$ cat src/rtl/universal_shift_register_n.sv
// Universal N-bit shift register: shift, rotate, arithmetic, load, clear, burst.
// Define SHREG_PARITY_EN to add a registered PARITY output equal to ^Q.
module universal_shift_register_n #(
  parameter int WIDTH = 8,
  parameter int CNT_W = 4
) (
  input  logic             CLK,
  input  logic             RST_N,
  input  logic             ENB,
  input  logic             DIR,
  input  logic             S_IN,
  input  logic [2:0]       MODO,
  input  logic [WIDTH-1:0] D,
  input  logic [CNT_W-1:0] CNT,
  input  logic             START,
  output logic [WIDTH-1:0] Q,
  output logic             S_OUT,
  output logic             BUSY,
  output logic             DONE
`ifdef SHREG_PARITY_EN
  ,
  output logic             PARITY
`endif
);

  typedef enum logic {
    IDLE = 1'b0,
    RUN  = 1'b1
  } state_t;

  localparam logic [2:0] M_SHIFT = 3'b000;
  localparam logic [2:0] M_ROT   = 3'b001;
  localparam logic [2:0] M_LOAD  = 3'b010;
  localparam logic [2:0] M_CLR   = 3'b011;
  localparam logic [2:0] M_ARITH = 3'b100;
  localparam logic [2:0] M_BURST = 3'b101;

  state_t           st, st_nxt;
  logic [CNT_W-1:0] cnt, cnt_nxt;
  logic             bdir, bdir_nxt;
  logic [WIDTH-1:0] q_nxt;
  logic             s_nxt;
  logic             done_nxt;
  logic [WIDTH-1:0] shl, shr;

  assign shl  = {Q[WIDTH-2:0], S_IN};
  assign shr  = {S_IN, Q[WIDTH-1:1]};
  assign BUSY = (st == RUN);

  always_comb begin
    st_nxt   = st;
    cnt_nxt  = cnt;
    bdir_nxt = bdir;
    q_nxt    = Q;
    s_nxt    = S_OUT;
    done_nxt = 1'b0;
    if (st == RUN) begin
      q_nxt   = bdir ? shr : shl;
      s_nxt   = bdir ? Q[0] : Q[WIDTH-1];
      cnt_nxt = cnt - 1'b1;
      if (cnt == CNT_W'(1)) begin
        st_nxt   = IDLE;
        done_nxt = 1'b1;
      end
    end else begin
      case (MODO)
        M_SHIFT: begin
          q_nxt = DIR ? shr : shl;
          s_nxt = DIR ? Q[0] : Q[WIDTH-1];
        end
        M_ROT: begin
          q_nxt = DIR ? {Q[0], Q[WIDTH-1:1]}
                      : {Q[WIDTH-2:0], Q[WIDTH-1]};
          s_nxt = 1'b0;
        end
        M_LOAD: begin
          q_nxt = D;
          s_nxt = 1'b0;
        end
        M_CLR: begin
          q_nxt = '0;
          s_nxt = 1'b0;
        end
        M_ARITH: begin
          q_nxt = DIR ? {Q[WIDTH-1], Q[WIDTH-1:1]}
                      : {Q[WIDTH-2:0], 1'b0};
          s_nxt = DIR ? Q[0] : Q[WIDTH-1];
        end
        M_BURST: begin
          // zero-length request completes at once without shifting
          if (START && CNT != '0) begin
            st_nxt   = RUN;
            cnt_nxt  = CNT;
            bdir_nxt = DIR;
          end else if (START) begin
            done_nxt = 1'b1;
          end
        end
        default: ;
      endcase
    end
  end

  always_ff @(posedge CLK or negedge RST_N) begin
    if (!RST_N) begin
      st    <= IDLE;
      cnt   <= '0;
      bdir  <= 1'b0;
      Q     <= '0;
      S_OUT <= 1'b0;
      DONE  <= 1'b0;
    end else if (ENB) begin
      st    <= st_nxt;
      cnt   <= cnt_nxt;
      bdir  <= bdir_nxt;
      Q     <= q_nxt;
      S_OUT <= s_nxt;
      DONE  <= done_nxt;
    end
  end

`ifdef SHREG_PARITY_EN
  always_ff @(posedge CLK or negedge RST_N) begin
    if (!RST_N) PARITY <= 1'b0;
    else if (ENB) PARITY <= ^q_nxt;
  end
`endif

endmodule

$ cat config.mk
export PLATFORM = sky130hd
export DESIGN_NAME = universal_shift_register_n
export DESIGN_NICKNAME = d
export VERILOG_FILES = /design/src/rtl/universal_shift_register_n.sv
export SDC_FILE = /design/constraint.sdc
export NUM_CORES = 1
export LEC_CHECK = 0
export BUFFER_PORTS_ARGS = -buffer_cell sky130_fd_sc_hd__buf_2
export CORE_AREA = 5 5 61 85
export CTS_CLUSTER_SIZE = 10
export DETAILED_ROUTE_END_ITERATION = 7
export DIE_AREA = 0 0 66 90
export GPL_ROUTABILITY_DRIVEN = 0
export SETUP_SLACK_MARGIN = 0.02
export SLEW_MARGIN = 10
export SYNTH_ARGS = -nofsm -noshare
export SYNTH_HDL_FRONTEND = slang
export SYNTH_SLANG_ARGS = --single-unit
$ cat constraint.sdc
create_clock -name CLK -period 3.9 [get_ports CLK]
set_input_delay 0.195 -clock CLK [delete_from_list [all_inputs] [get_ports CLK]]
set_output_delay 0.195 -clock CLK [all_outputs]
set_load 0.01 [all_outputs]
[Word-level counts from Yosys, hierarchy flattened]
Cells that the tools add are included.
Cells by class
  multiplexer cells: 22
  add/sub/neg operators: 1
  equal/unequal tests: 7
  bitwise logic cells: 1
  reduce and logical (&&, ||, !) cells: 14
Operators by type and width (count)
  $mux W8: 5
  $pmux W8 S5: 1
  $mux W1: 12
  $mux W4: 3
  $eq A3 B2 Y1 const B: 2
  $eq A3 B3 Y1 const B: 2
  $reduce_and A3 Y1: 2
  $reduce_bool A6 Y1: 1
  $eq A4 B1 Y1 const B: 1
  $reduce_and A2 Y1: 2
  $reduce_and A4 Y1: 1
  $reduce_bool A2 Y1: 2
  $reduce_bool A4 Y1: 1
  $sub A4 B1 Y4 const B: 1
  $eq A3 B1 Y1 const B: 1
  $logic_not A3 Y1: 1
  $ne A3 B3 Y1 const B: 1
  $reduce_bool A3 Y1: 1
  $reduce_or A3 Y1: 1
  $pmux W1 S2: 1
  $reduce_or A2 Y1: 1
  $logic_and A1 B1 Y1: 1
  $not A1 Y1: 1
Word-level totals
  bits of input ports: 21
  output and inout bits: 11
  word-level logic and storage cells: 52
  register bits after elaboration: 16

[Longest topological paths before layout]
Gate-level depths: netlist (run 1).
  word-level depth: 5
  gate-level depth with buffers: 6
  gate-level depth less buffers: 6

[Least setup slack after synthesis (run 1)]
Ideal clock, no wire load.
  kind: flip-flop to flip-flop
  from: register st (netlist: BUSY)
  to: register Q[3]
  required time: 3.779 ns
  setup time: 0.121 ns
  path buffers: 1
  cell stages (with the launch flop): 6
  arrival: 1.229 ns
  period minus slack after synthesis: 1.350 ns
  slack: 2.550 ns
  cell sequence: dfrtp_1 nand2b_1 o21ai_2 buf_6 a21oi_1 a22o_1
On the way
  word-level cells in the longest chain between the ends: 2
  elaborated cells on any way between the ends: 3
  those cells by class: 1 x mux; 2 x reduce/logical
Ends and longest elaborated chain
  from (decl): line 38  | state_t st, st_nxt;
  from (signal assigned): line 113  | st <= st_nxt;
  $reduce_bool A6 Y1 (no line)
  $reduce_and A2 Y1 (no line)
  to (signal assigned): line 116  | Q <= q_nxt;
  to (decl): line 16  | output logic [WIDTH-1:0] Q,
Parallel ways exist; a longest one is shown, timed or not.
A chain may end at the register's enable or synchronous reset.

[Worst setup path in the final report (run 1)]
  from: register st (netlist: BUSY)
  to: register Q[2]
The elaborated chain is that of the path after synthesis.

==> results of run 1 <==
==> worst paths after layout <==
check,end
min in group asynchronous,cnt[3]
worst min register to register,S_OUT
worst max-delay path,Q[2]
worst max register to register,Q[2]
worst min-delay path,cnt[2]
max in group asynchronous,cnt[1]
==> layer usage <==
| layer | wire length [um] | part of all wire | up-vias | GRT usage |
|---|---|---|---|---|
| li1 | - | - | 571 | - |
| met1 | 1410 | 0.45 | 541 | 0.142 |
| met2 | 1470 | 0.47 | 39 | 0.177 |
| met3 | 178 | 0.057 | 6 | 0.0200 |
| met4 | 55 | 0.018 | 0 | 0.0492 |
| met5 | 0 | 0 | - | 0 |
==> worst reg2reg max path: stages, from the launching register on <==
cell and delay, ns:
dfrtp_1 0.65, nand2b_1 0.30, o21ai_2 0.51, a21oi_1 0.10, a22o_1 0.23
==> where the power goes <==
part | switching [W] | leakage, nW | internal (W)
Clock | 0.0000533 | 0.0216 | 0.0000684
Sequential | 0.000153 | 0.197 | 0.000239
Combinational | 0.000194 | 0.438 | 0.000215
Total | 0.000400 | 0.657 | 0.000522
==> cells in the final DEF, fill, tap and decap left out, types with 3 or more instances in the layout <==
master     n
inv_1      3
nor2_1     4
o21ai_1    4
o21ai_0    7
clkbuf_8   3
nor2b_1    3
a31oi_1    7
mux2_1     5
a21oi_1   12
mux2i_1   16
a22o_1     6
o22ai_1    4
nand2_1    9
dfrtp_1   16
buf_2     31
==> cell type report <==
cell class                      count  area (um^2)  area share
Timing Repair Buffer               32          165       0.112
Tap cell                           62         77.6      0.0525
Clock buffer                        3         41.3      0.0280
Multi-Input combinational cell    105          769       0.521
Inverter                            6         22.5      0.0153
Sequential cell                    16          400       0.271
==> registers in the layout (all words and copies together), names as in the netlist <==
name / cells
bdir: 1
cnt: 4
Q: 8
BUSY: 1
S_OUT: 1
DONE: 1
==> stage by stage <==
stage	hold slack, ns	utilization
global placement	0.136	0.325
floorplan	-0.101	-
finish	0.278	0.336
detailed placement	0.131	0.325
global route	0.291	0.336
CTS	0.277	0.336
==> cell families after synthesis <==
family,Yosys count,synth area share
simple gates,30,0.149
buf+inv,16,0.0612
mux,21,0.174
fa+ha+maj,2,0.0201
compound gates,52,0.275
flops,16,0.321
==> out/results.tsv, run 1 <==
metric	value	unit
outcome	complete, no violations	
worst r2r src	BUSY	
FMAX	525	MHz
Least-Margin Pin Slew	0.744	ns
pin count of the biggest net entering global routing	26	
Synth warnings	0	
first-pass GRT wire length	5.30	mm
Arrival @ worst endpoint	2.04	ns
initial DRC count	30	
Total GRT Usage	0.111	
CTS max path bufs	2	
top cell type's share of synthesized area	0.321	
Post-Syn Instances	137	
Critical Path Fanout Max	25	
Routed WL	3.12	mm
Area contributors post-synth	dfrtp_1, mux2i_1, a21oi_1	
Initial Util	0.284	
design area	1480	um^2
total CTS buffers	3	
CP peak stage delay	0.65	ns
Post-route DRC	0	
fin. max-slew vios	0	
dpl hpwl	2.35	mm
post-DR vias/cell	5.17	
via count	1157	
Die ar.	5940	um^2
area grow syn2layout	18.5	%
TritonCTS clock tree	built	
DRT Pass-1 Iters	4	
CTS Hold Buffers Added	1	
Clock Skews	0.00422	ns
Avg Cell Area, Syn	9.10	um^2
CTS H-tree depth	1	
later-pin clock latency in the skew report	0.25	ns
fillcell total	480	
RSZ-0062 raised after global routing	false	
Tcrit/Tclk final	0.489	
power per cell area	625	nW/um^2
Setup TNS	0	ns
row count	29	
CP top delay family	compound AO/OA/AOI/OAI gates	
Reg2Reg Depth	4	
layout cells sized above 1	0.253	
final setup violation count	0	
vias in the first global route	1112	
r2r setup slk	1.99	ns
IO buf count	31	
Final Hold Viols	0	
Hold Path Origin	CNT[2]	
Slowest cell on crit path	dfrtp_1	
clk slew on worst S/H paths	0.06	ns
Post-synth EDFFs	0	
Data required, critical path	4.03	ns
Worst Hold Depth	2	
post-synthesis sequential area ratio	0.321	
most frequently used flop master after synthesis	dfrtp_1	
Clock Sink Count	16	
CTS Root Cell	clkbuf_8	
CTS-repair resized insts	0	
IO Pins	32	
Post-Layout Cell Count	224	
Critical Path Start	BUSY	
Pleak	0.657	nW
postcts setup bufs	0	
critical path class	flip-flop to flip-flop	
Tmin final	1.91	ns
Rel. slew slack	0.504	
Routed WL per cell	13.9	um
syn_nets	160	
initial antenna violation count	0	
Worst Hold Class	input port to flip-flop	
GRT overflow	0	
CP Capture Type	flip-flop	
Die Y	90	um
Unique masters post-synth	40	
Async S/R FF share, synth	1.00	
Post-Place Cells	220	
post-layout net count	187	
worst vdd ir	0.000305	V
largest area contributor in the netlist	dfrtp_1	
CP Depth	4	
Post-DP Area	1430	um^2
Post-synth top cells	dfrtp_1, mux2i_1, a21oi_1	
PnR worst setup slack	1.99	ns
width of the die	66	um
max cap viols	0	
Final Power	0.000923	W
#FFs+latches synth	16	
ANT cells	0	
Antenna Violating Nets Remaining	0	
CORE AREA	4390	um^2
CP bufs+invs	0	
Mapped Area	1250	um^2
CP Launch Type	flip-flop	
pre-CTS worst setup slack	1.99	ns
critical path, cell by cell	nand2b_1, o21ai_2, a21oi_1, a22o_1	
(Power assumes the default switching activity.)
==> run 2: changes to the inputs <==
clock period = 2 ns   (was 3.9 ns; I/O delays follow)
==> run 2 against run 1 <==
Clock power rose by 130%. Via count down 0.52%. Critical path depth unchanged. Fmax grew 19%. Register-to-register slack worse by 1.6 ns. Critical endpoint is now Q[4].
==> out/results.tsv, run 2 (synthesis gave the netlist of run 1 again) <==
metric	value	unit
outcome	complete, no violations	
dpl hpwl	2.36	mm
Antenna Violating Nets Remaining	0	
Worst Hold Class	input port to flip-flop	
CP peak stage delay	0.49	ns
width of the die	66	um
Reg2Reg Depth	4	
power per cell area	1240	nW/um^2
max cap viols	0	
Post-Layout Cell Count	227	
post-layout net count	189	
number of flip-flops under the largest register name	8	
CORE AREA	4390	um^2
largest reg by FF count	Q	
layout cells sized above 1	0.267	
Tcrit/Tclk final	0.799	
via count	1151	
CTS max path bufs	2	
CP top delay family	compound AO/OA/AOI/OAI gates	
Post-Place Cells	222	
Total GRT Usage	0.112	
fillcell total	479	
Setup TNS	0	ns
post-DR vias/cell	5.07	
Clock Skews	0.00117	ns
pin count of the biggest net entering global routing	17	
DRT Pass-1 Iters	4	
first-pass GRT wire length	5.38	mm
Initial Util	0.284	
ANT cells	0	
CTS Root Cell	clkbuf_8	
fin. max-slew vios	0	
total CTS buffers	3	
Slowest cell on crit path	dfrtp_1	
GRT overflow	0	
Routed WL per cell	13.8	um
Critical Path Fanout Max	16	
Clock Sink Count	16	
IO Pins	32	
area grow syn2layout	20.8	%
most frequent cells in the layout	buf_2, dfrtp_1, mux2i_1, a21oi_1, nand2_1	
Tmin final	1.60	ns
CP Launch Type	flip-flop	
postcts setup bufs	0	
Pleak	0.674	nW
worst vdd ir	0.000535	V
CTS H-tree depth	1	
final setup violation count	0	
clk slew on worst S/H paths	0.06	ns
Least-Margin Pin Slew	0.585	ns
Routed WL	3.13	mm
Rel. slew slack	0.610	
commonest non-fill, non-tap cell in the layout	buf_2	
row count	29	
CP bufs+invs	0	
initial antenna violation count	0	
Top Registers	Q x8, cnt x4	
FMAX	626	MHz
TritonCTS clock tree	built	
Final Hold Viols	0	
CP Capture Type	flip-flop	
Post-route DRC	0	
Die Y	90	um
Worst Hold Depth	2	
CP Depth	4	
CTS-repair resized insts	0	
vias in the first global route	1162	
IO buf count	31	
RSZ-0062 raised after global routing	false	
critical path, cell by cell	nand2b_1, o21ai_2, a21oi_1, a22o_1	
Arrival @ worst endpoint	1.73	ns
Die ar.	5940	um^2
initial DRC count	45	
Data required, critical path	2.14	ns
later-pin clock latency in the skew report	0.24	ns
critical path class	flip-flop to flip-flop	
-- run 2: changes by cell type in the layout (fill, tap and decap cells not counted) --
cell	change
buf_4	+2
clkbuf_8	+1
-- run 2: path summary, 6_finish.rpt --
check	start	end	slack, ns
max	BUSY	Q[4]	0.40
min	CNT[2]	cnt[2]	0.17
max reg2reg	BUSY	Q[4]	0.40
min reg2reg	S_OUT	S_OUT	0.50
max in group asynchronous	RST_N	bdir	1.42
min in group asynchronous	RST_N	cnt[3]	0.30
-- run 2: area by class of cell --
type	instances	area, um^2	share of cell area
multi-input combinational	105	769	0.511
sequential	16	400	0.266
timing repair buffer	34	180	0.120
tap	62	77.6	0.0515
clock buffer	4	55.1	0.0366
inverter	6	22.5	0.0150
-- run 2: what timing repair did --
| item | in CTS | in global routing |
|---|---|---|
| endpoints found under the setup margin | 0 | 0 |
| hold buffers | 1 | 0 |
| hold endpoints to repair | 16 | 0 |
-- run 2: per-stage QoR --
stage | hold slack, ns | power [W] | setup WS, ns | area, um^2 | utilization
final | 0.171 | 0.00186 | 0.402 | 1510 | 0.343
after global routing | 0.190 | 0.00202 | 0.278 | 1510 | 0.343
after CTS | 0.165 | 0.00188 | 0.380 | 1510 | 0.343
after detailed placement | 0.0452 | 0.00159 | 0.389 | 1440 | 0.328
after global placement | 0.0376 | 0.00157 | 0.434 | 1440 | 0.328
after floorplan | -0.196 | 0.00130 | 0.650 | 1250 | -
-- run 2: where the power goes --
| group | leakage, nW | internal, W | total, W | switching, W |
|---|---|---|---|---|
| Sequential | 0.197 | 0.000467 | 0.000723 | 0.000256 |
| Clock | 0.0288 | 0.000174 | 0.000285 | 0.000110 |
| Combinational | 0.448 | 0.000431 | 0.000853 | 0.000422 |
| Total | 0.674 | 0.00107 | 0.00186 | 0.000788 |
-- run 2: layer usage --
| layer | track usage | routed length, um |
|---|---|---|
| met1 | 0.144 | 1440 |
| met5 | 0 | 0 |
| met4 | 0.0407 | 61 |
| met2 | 0.181 | 1450 |
| met3 | 0.0262 | 182 |
==> run 3: changes to the inputs <==
clock period = 1.3 ns   (was 2 ns; I/O delays follow)
==> run 3 against run 2 <==
Combinational power up 100%. Final cell count up 7.5%. Register-to-register slack worse by 0.34 ns. Setup slack worse by 0.34 ns. Cell area up 13%. Non-clock buffer count up 17. Critical endpoint is now Q[5].
==> out/results.tsv, run 3 (synthesis gave the netlist of run 1 again) <==
metric	value	unit
TritonCTS clock tree	built	
power per cell area	1910	nW/um^2
fillcell total	457	
ANT cells	0	
CP Capture Type	flip-flop	
total CTS buffers	3	
CTS Root Cell	clkbuf_8	
Initial Util	0.284	
design area	1700	um^2
most frequent cells in the layout	buf_2, mux2i_1, buf_4, dfrtp_1, a21oi_1	
CTS max path bufs	2	
Critical Path Fanout Max	13	
CTS H-tree depth	1	
IO Pins	32	
r2r setup slk	0.06	ns
final setup violation count	0	
dpl hpwl	2.64	mm
critical path class	flip-flop to flip-flop	
sequential cell area	403	um^2
initial antenna violation count	0	
Antenna Violating Nets Remaining	0	
width of the die	66	um
area grow syn2layout	36.0	%
Worst Hold Class	input port to flip-flop	
Routed WL per cell	13.8	um
Total GRT Usage	0.119	
FMAX	807	MHz
Post-DP Area	1590	um^2
Die Y	90	um
pin count of the biggest net entering global routing	17	
Tmin final	1.24	ns
row count	29	
RSZ-0062 raised after global routing	true	
Least-Margin Pin Slew	0.383	ns
vias in the first global route	1230	
Arrival @ worst endpoint	1.38	ns
Top Registers	Q x8, cnt x4	
Routed WL	3.37	mm
Final Power	0.00323	W
Rel. slew slack	0.745	
largest reg by FF count	Q	
initial DRC count	86	
via count	1221	
layout cells sized above 1	0.374	
CP Launch Type	flip-flop	
multi-input logic area	801	um^2
Data required, critical path	1.44	ns
Clock Sink Count	16	
later-pin clock latency in the skew report	0.25	ns
Post-route DRC	0	
outcome	complete, no violations	
post-layout net count	206	
commonest non-fill, non-tap cell in the layout	buf_2	
Pleak	0.773	nW
DRT Pass-1 Iters	4	
max cap viols	0	
post-DR vias/cell	5.00	
worst vdd ir	0.000912	V
Tcrit/Tclk final	0.953	
fin. max-slew vios	0	
GRT overflow	0	
number of flip-flops under the largest register name	8	
Final Hold Viols	0	
Die ar.	5940	um^2
clk slew on worst S/H paths	0.07	ns
Clock Skews	0.00171	ns
IO buf count	31	
CORE AREA	4390	um^2
first-pass GRT wire length	5.73	mm
## run 3: changes by cell type in the layout (fill, tap and decap cells not counted), moves of 2 or more
cell,change
buf_4,+14
dfrtp_1,-2
dfrtp_2,+2
buf_12,+2
## run 3: final timing paths
path / from / cells past startpoint / end
setup / recovery: BUSY / 5 / Q[5]
hold / removal: CNT[2] / 2 / cnt[2]
setup reg to reg: BUSY / 5 / Q[5]
hold reg to reg: S_OUT / 2 / S_OUT
max in group asynchronous: RST_N / 2 / BUSY
min in group asynchronous: RST_N / 2 / cnt[3]
## run 3: stage by stage
stage	instances	TNS (ns)	utilization	worst slack (ns)	hold slack [ns]
floorplan	137	0	-	0.0291	-0.231
global placement	238	0	0.362	0.000969	0.0122
detailed placement	238	-0.0168	0.362	-0.0168	0.0109
CTS	243	0	0.377	0.0230	0.138
global route	244	-0.0101	0.386	-0.0101	0.151
finish	244	0	0.386	0.0613	0.134
## run 3: cell type report
type / count / share of cell area
clock buffer: 4 / 0.0325
inverter: 6 / 0.0133
multi-input combinational: 105 / 0.472
sequential: 16 / 0.238
tap: 62 / 0.0458
timing repair buffer: 51 / 0.199
## run 3: what timing repair did
action,CTS,global route
gates resized for setup,2,5
setup buffers,0,1
hold endpoints to repair,16,0
pin swaps,1,1
hold buffers,1,0
gates cloned,0,0
endpoints found under the setup margin,6,12
## run 3: power by group
group	total (W)	switching [W]	internal (W)	leakage (nW)
logic	0.00174	0.000815	0.000927	0.550
clock network	0.000443	0.000175	0.000269	0.0288
registers	0.00105	0.000320	0.000726	0.195
## run 3: layer usage
metal	vias to the layer above	track usage	wire length, um
met2	31	0.208	1670
met1	572	0.150	1510
li1	614	-	-
met3	4	0.0200	166
met5	-	0	0
met4	0	0.0254	24
## run 3: worst max-delay path, stage by stage, from the launching register on
cell and delay (ns):
dfrtp_2 0.41, nand2b_4 0.15, o21ai_4 0.17, buf_12 0.15
a21oi_1 0.05, a22o_1 0.20
